<file path="config.mk">
export PLATFORM = sky130hd
export DESIGN_NAME = inst_queue
export DESIGN_NICKNAME = d
export VERILOG_FILES = /design/src/rtl/inst_queue.sv
export SDC_FILE = /design/constraint.sdc
export NUM_CORES = 2
export LEC_CHECK = 0
export CAP_MARGIN = 30
export CORE_ASPECT_RATIO = 0.9
export CORE_MARGIN = 5
export CORE_UTILIZATION = 40
export CTS_BUF_LIST = sky130_fd_sc_hd__clkbuf_8
export CTS_CLUSTER_SIZE = 24
export DETAILED_ROUTE_END_ITERATION = 8
export SYNTH_ARGS = -nofsm -noshare
export SYNTH_HDL_FRONTEND = slang
export SYNTH_SLANG_ARGS = --single-unit
export TNS_END_PERCENT = 100
</file>
<file path="constraint.sdc">
create_clock -name clk -period 6.8 [get_ports clk]
set_clock_uncertainty 0.1 [all_clocks]
set_input_delay 1.7 -clock clk [delete_from_list [all_inputs] [get_ports clk]]
set_output_delay 1.7 -clock clk [all_outputs]
set_load 0.02 [all_outputs]
</file>
<file path="src/rtl/inst_queue.sv">
// ---------------------------------------------------------------------------
// inst_queue
// Circular instruction queue that sits between the instruction fetcher and
// the dispatcher. Each entry holds the instruction, its pc, the predictor's
// taken flag and the roll-back pc. The oldest entry is offered to the
// dispatcher with a valid/ready handshake. A ROB misbranch empties the queue.
//
// Ports
//   clk                    rising-edge clock
//   rst                    asynchronous reset, active low
//   rdy                    global ready; low freezes all state
//   push_signal            fetcher push pulse; entry inputs valid this cycle
//   inst_in                fetched instruction
//   pc_in                  pc of the instruction
//   predicted_jump_in      branch predictor taken flag
//   roll_back_pc_in        pc used to recover on a mispredict
//   iq_full_signal         back-pressure to the fetcher
//   dsp_ready              dispatcher takes the head entry this cycle
//   out_valid              head entry is valid (queue not empty)
//   inst_to_dsp            head instruction
//   pc_to_dsp              head pc
//   predicted_jump_to_dsp  head predicted flag
//   roll_back_pc_to_dsp    head roll-back pc
//   misbranch_flag         flush request from the ROB
//   count_out              current occupancy, 0..DEPTH
//   overflow_err           sticky flag: a push arrived while completely full
// ---------------------------------------------------------------------------
module inst_queue #(
    parameter int DEPTH = 16,
    parameter int PTR_W = 4
) (
    input  logic             clk,
    input  logic             rst,
    input  logic             rdy,
    input  logic             push_signal,
    input  logic [31:0]      inst_in,
    input  logic [31:0]      pc_in,
    input  logic             predicted_jump_in,
    input  logic [31:0]      roll_back_pc_in,
    output logic             iq_full_signal,
    input  logic             dsp_ready,
    output logic             out_valid,
    output logic [31:0]      inst_to_dsp,
    output logic [31:0]      pc_to_dsp,
    output logic             predicted_jump_to_dsp,
    output logic [31:0]      roll_back_pc_to_dsp,
    input  logic             misbranch_flag,
    output logic [PTR_W:0]   count_out,
    output logic             overflow_err
);

    localparam logic [PTR_W:0] CountFull   = (PTR_W + 1)'(DEPTH);
    // The fetcher acts on a not-full sample one cycle late, so up to two
    // more pushes can still land after it last saw room.
    localparam logic [PTR_W:0] CountThresh = (PTR_W + 1)'(DEPTH - 2);

    logic [31:0] instMem [DEPTH];
    logic [31:0] pcMem   [DEPTH];
    logic        pjMem   [DEPTH];
    logic [31:0] rbMem   [DEPTH];

    logic [PTR_W-1:0] head_q, head_d;
    logic [PTR_W-1:0] tail_q, tail_d;
    logic [PTR_W:0]   count_q, count_d;
    logic             overflow_q, overflow_d;

    logic pushReq;
    logic doPush;
    logic doPop;
    logic doFlush;

    assign out_valid      = (count_q != '0);
    assign iq_full_signal = (count_q >= CountThresh);
    assign count_out      = count_q;
    assign overflow_err   = overflow_q;

    assign inst_to_dsp           = out_valid ? instMem[head_q] : '0;
    assign pc_to_dsp             = out_valid ? pcMem[head_q]   : '0;
    assign predicted_jump_to_dsp = out_valid ? pjMem[head_q]   : 1'b0;
    assign roll_back_pc_to_dsp   = out_valid ? rbMem[head_q]   : '0;

    // The full test uses the pre-edge count, so a pop on the same edge does
    // not make room for a push that arrives while the queue is full.
    assign doFlush = rdy && misbranch_flag;
    assign pushReq = rdy && push_signal && !misbranch_flag;
    assign doPush  = pushReq && (count_q != CountFull);
    assign doPop   = rdy && out_valid && dsp_ready && !misbranch_flag;

    always_comb begin
        head_d     = head_q;
        tail_d     = tail_q;
        count_d    = count_q;
        overflow_d = overflow_q;
        if (doFlush) begin
            head_d  = '0;
            tail_d  = '0;
            count_d = '0;
        end else begin
            if (doPush) begin
                tail_d = tail_q + 1'b1;
            end
            if (doPop) begin
                head_d = head_q + 1'b1;
            end
            if (doPush && !doPop) begin
                count_d = count_q + 1'b1;
            end else if (doPop && !doPush) begin
                count_d = count_q - 1'b1;
            end
            if (pushReq && (count_q == CountFull)) begin
                overflow_d = 1'b1;
            end
        end
    end

    always_ff @(posedge clk or negedge rst) begin
        if (!rst) begin
            head_q     <= '0;
            tail_q     <= '0;
            count_q    <= '0;
            overflow_q <= 1'b0;
        end else begin
            head_q     <= head_d;
            tail_q     <= tail_d;
            count_q    <= count_d;
            overflow_q <= overflow_d;
        end
    end

    // Entry storage carries no reset; only slots between head and tail are
    // ever observed, and those have always been written first.
    always_ff @(posedge clk) begin
        if (doPush) begin
            instMem[tail_q] <= inst_in;
            pcMem[tail_q]   <= pc_in;
            pjMem[tail_q]   <= predicted_jump_in;
            rbMem[tail_q]   <= roll_back_pc_in;
        end
    end

endmodule

</file>
==> metrics.csv <==
stage;metric;value;unit
detailed_routing;initial DRC count;2328;
sta;Rel. slew slack;0.343;
cts;setup bufs post-CTS;0;
cts;H-tree depth;5;
cts;worst skew pair latency;0.94;ns
place;DP Wirelength;75000;microns
logic_synthesis;Unique masters post-synth;46;
detailed_routing;routed vias/inst;5.42;
worst_setup_path;Crit Path Max Fanout;41;
detailed_routing;DR pass1 iterations;5;
die;Chip Height;376;microns
logic_synthesis;sequential area share after synthesis;0.787;
global_route;initial antenna violation count;13;
worst_setup_path;CP Capture Type;primary output;
logic_synthesis;Async SR Flop Fraction;0.00894;
cts;Hold Buf Count CTS;0;
pwr;Logic pwr share;0.212;
worst_setup_path;CP Data Arrival Time;4.46;ns
job;max-cap violations;0;
logic_synthesis;net count of the mapped netlist;2602;
place;# placed instances;4612;
die;Starting Density;0.402;
global_route;first-pass GRT wire length;200000;microns
logic_synthesis;Synth top area share;0.781;
cells_and_area;Area Growth Syn to Fin;16.3;%
cts;Clk pin slew, worst setup/hold paths;0.05;ns
detailed_routing;WL/cell;27.0;microns
logic_synthesis;#FFs+latches synth;1566;
cts;clock buffer depth;4;
logic_synthesis;top post-synthesis cells by area;edfxtp_1 78%, mux4_2 15%, mux2i_1 3.3%, o22ai_1 1.0%, dfrtp_1 0.59%;
cts;cts repair resizes;0;
place;IO Port Bufs;207;
min_path;hold path depth;1;
cts;CTS tree;built;
sta;total negative slack;0;ns
detailed_routing;via count;27437;
pwr;Seq pwr share;0.463;
worst_setup_path;Worst R2R Start;count_out[0]$_DFFE_PN0P_;
sta;Period Utilization, post-route;0.921;
cts;clock sinks;1566;
pwr;Pwr per Cell Area;337;nW/um^2
place;GPL Wtd Cong;0.737;
pwr;peak supply drop;0.229;mV
sta;min Tclk post-route;6.26;ns
worst_setup_path;CP Launch Type;flip-flop;
cells_and_area;Final #Nets;3030;
logic_synthesis;Mapped Area;59600;sq um
die;I/O Pins;208;
worst_setup_path;Worst Setup SP;count_out[0]$_DFFE_PN0P_;
min_path;Hold Path Class;reg -> reg;
sta;Final Setup Violations;0;
sta;final max-slew violation count;0;
logic_synthesis;Post-synth EDFFs;1552;
cts;root cell of the clock tree;clkbuf_8;
cts;total CTS buffers;274;
logic_synthesis;Synth area leader;edfxtp_1;
pwr;Clock power frac;0.326;
logic_synthesis;Avg Cell Area, Syn;24.0;sq um
global_route;vias in the first global route;29778;
worst_setup_path;R2R cell count;5;
worst_setup_path;flop2flop setup slack;3.41;ns
die;Die Area;157000;sq um
worst_setup_path;crit path to;inst_to_dsp[24];
sta;Max Fclk;160;MHz
pwr;Sw Pwr;6.27;mW
detailed_routing;WL final;137000;microns
sta;final worst setup slack;0.536;ns
detailed_routing;DRC Markers;0;
sta;final hold violations;0;
global_route;grt total ovfl;0;
cells_and_area;share of layout cells above drive strength 1;0.261;
cells_and_area;Non-Filler Instances;5060;
pwr;P_leak;21.0;nW
status;status;finished clean;
logic_synthesis;main flop type after synthesis;edfxtp_1;
detailed_routing;antenna-violating nets left;0;
pwr;internal cell power;17.1;mW
die;core region area;148000;sq um
sta;Slew @ Worst Pin;0.985;ns
logic_synthesis;Syn. warnings;0;
logic_synthesis;Cells after Synth;2489;
place;dpl ws;1.49;ns
die;Horiz. Die Dim;417;microns
worst_setup_path;reg2reg end;rbMem[0][13]$_DFFE_PP_;
worst_setup_path;Worst EP required;5.00;ns
pwr;Design Power;23.4;mW
die;Rows;134;
pwr;Sw Share;0.268;
sta;hold_ws;0.424;ns
global_route;GRT Util Overall;0.173;
global_route;maximum number of pins on one net before global-route repair;105;
sta;RSZ-0062 raised after global routing;no;
worst_setup_path;type of the worst setup path;reg -> out;
-- metal layers --
| layer | GRT usage | part of all wire | vias to the layer above |
|---|---|---|---|
| met5 | 0 | 0 | - |
| met4 | 0.0574 | 0.026 | 0 |
| met2 | 0.283 | 0.50 | 914 |
| met1 | 0.235 | 0.42 | 14663 |
| met3 | 0.0354 | 0.057 | 276 |
| li1 | - | - | 11584 |
-- power groups by stage --
stage	Combinational (mW)	Clock [mW]	Sequential, mW
global route	5.30	8.28	10.8
detailed placement	5.06	0	11.0
finish	4.95	7.61	10.8
global placement	4.94	0	11.0
CTS	5.08	7.84	10.8
floorplan	3.15	0	11.0
-- cell usage in the layout, fill, tap and decap left out, types with 36 or more instances in the layout --
| cell | instances |
|---|---|
| edfxtp_1 | 1552 |
| mux4_2 | 388 |
| clkbuf_8 | 278 |
| clkdlybuf4s50_1 | 207 |
| mux2i_1 | 198 |
| o22ai_1 | 97 |
| inv_1 | 89 |
| clkinv_1 | 49 |
| buf_4 | 42 |
| buf_12 | 36 |
-- sequential cells by signal (all words and copies together), names as in the netlist --
signal,cells
head_q,4
pjMem,16
instMem,512
count_out,5
rbMem,512
pcMem,512
overflow_err,1
tail_q,4
-- cell families (layout without fill, tap and decap cells) --
group	Yosys count	count (layout)	share of synthesized area
simple gates	56	56	0.00525
xor+xnor	6	6	0.000881
fa+ha+maj	10	10	0.00222
buf+inv	143	734	0.0113
other cells	0	8	0
flops	1566	1566	0.787
compound gates	121	121	0.0130
mux	587	587	0.180
-- cells in the mapped netlist, types with 2 or more instances --
library cell	count
o21ai_0	3
nor2_1	10
ha_1	9
a21oi_1	5
xnor2_1	5
edfxtp_1	1552
buf_6	4
o22ai_1	97
clkbuf_1	47
nand2_1	12
nand3_1	8
buf_4	3
buf_1	18
mux2i_1	198
a21o_1	2
mux4_2	388
inv_1	8
and3b_1	3
a211oi_1	3
buf_2	60
a311oi_1	2
dfrtp_1	14
buf_8	2
o21bai_1	2
and2_1	13
-- through the flow --
stage | util | area, sq um
after CTS | 0.468 | 69300
final | 0.468 | 69400
after global routing | 0.468 | 69400
after global placement | 0.436 | 64600
after floorplan | - | 59600
after detailed placement | 0.436 | 64700
-- final cells by class --
cell class	instances	area, sq um
Timing Repair Buffer	286	3140
Antenna cell	8	20.0
Inverter	9	33.8
Clock inverter	161	848
Sequential cell	1566	47000
Tap cell	1972	2470
Fill cell	12192	78800
Multi-Input combinational cell	780	12100
Clock buffer	278	3830
-- how the worst min path moves through the flow --
stage	startpoint	to	slack [ns]
global placement	overflow_err$_DFFE_PN0P_	overflow_err$_DFFE_PN0P_	0.40
detailed placement	overflow_err$_DFFE_PN0P_	overflow_err$_DFFE_PN0P_	0.41
finish	overflow_err$_DFFE_PN0P_	overflow_err$_DFFE_PN0P_	0.42
global route	overflow_err$_DFFE_PN0P_	overflow_err$_DFFE_PN0P_	0.47
floorplan	head_q[2]$_DFFE_PN0P_	head_q[2]$_DFFE_PN0P_	0.45
CTS	overflow_err$_DFFE_PN0P_	overflow_err$_DFFE_PN0P_	0.43
-- worst max-delay path, cell delays in order (launching register included) --
cell	delay, ns
dfrtp_1	0.50
or4_1	0.76
nor2_4	0.19
inv_2	0.10
nand2b_4	0.71
buf_4	0.49
o22ai_1	0.17
clkdlybuf4s50_1	0.58
Note: power is estimated with default switching activity, not from simulation.
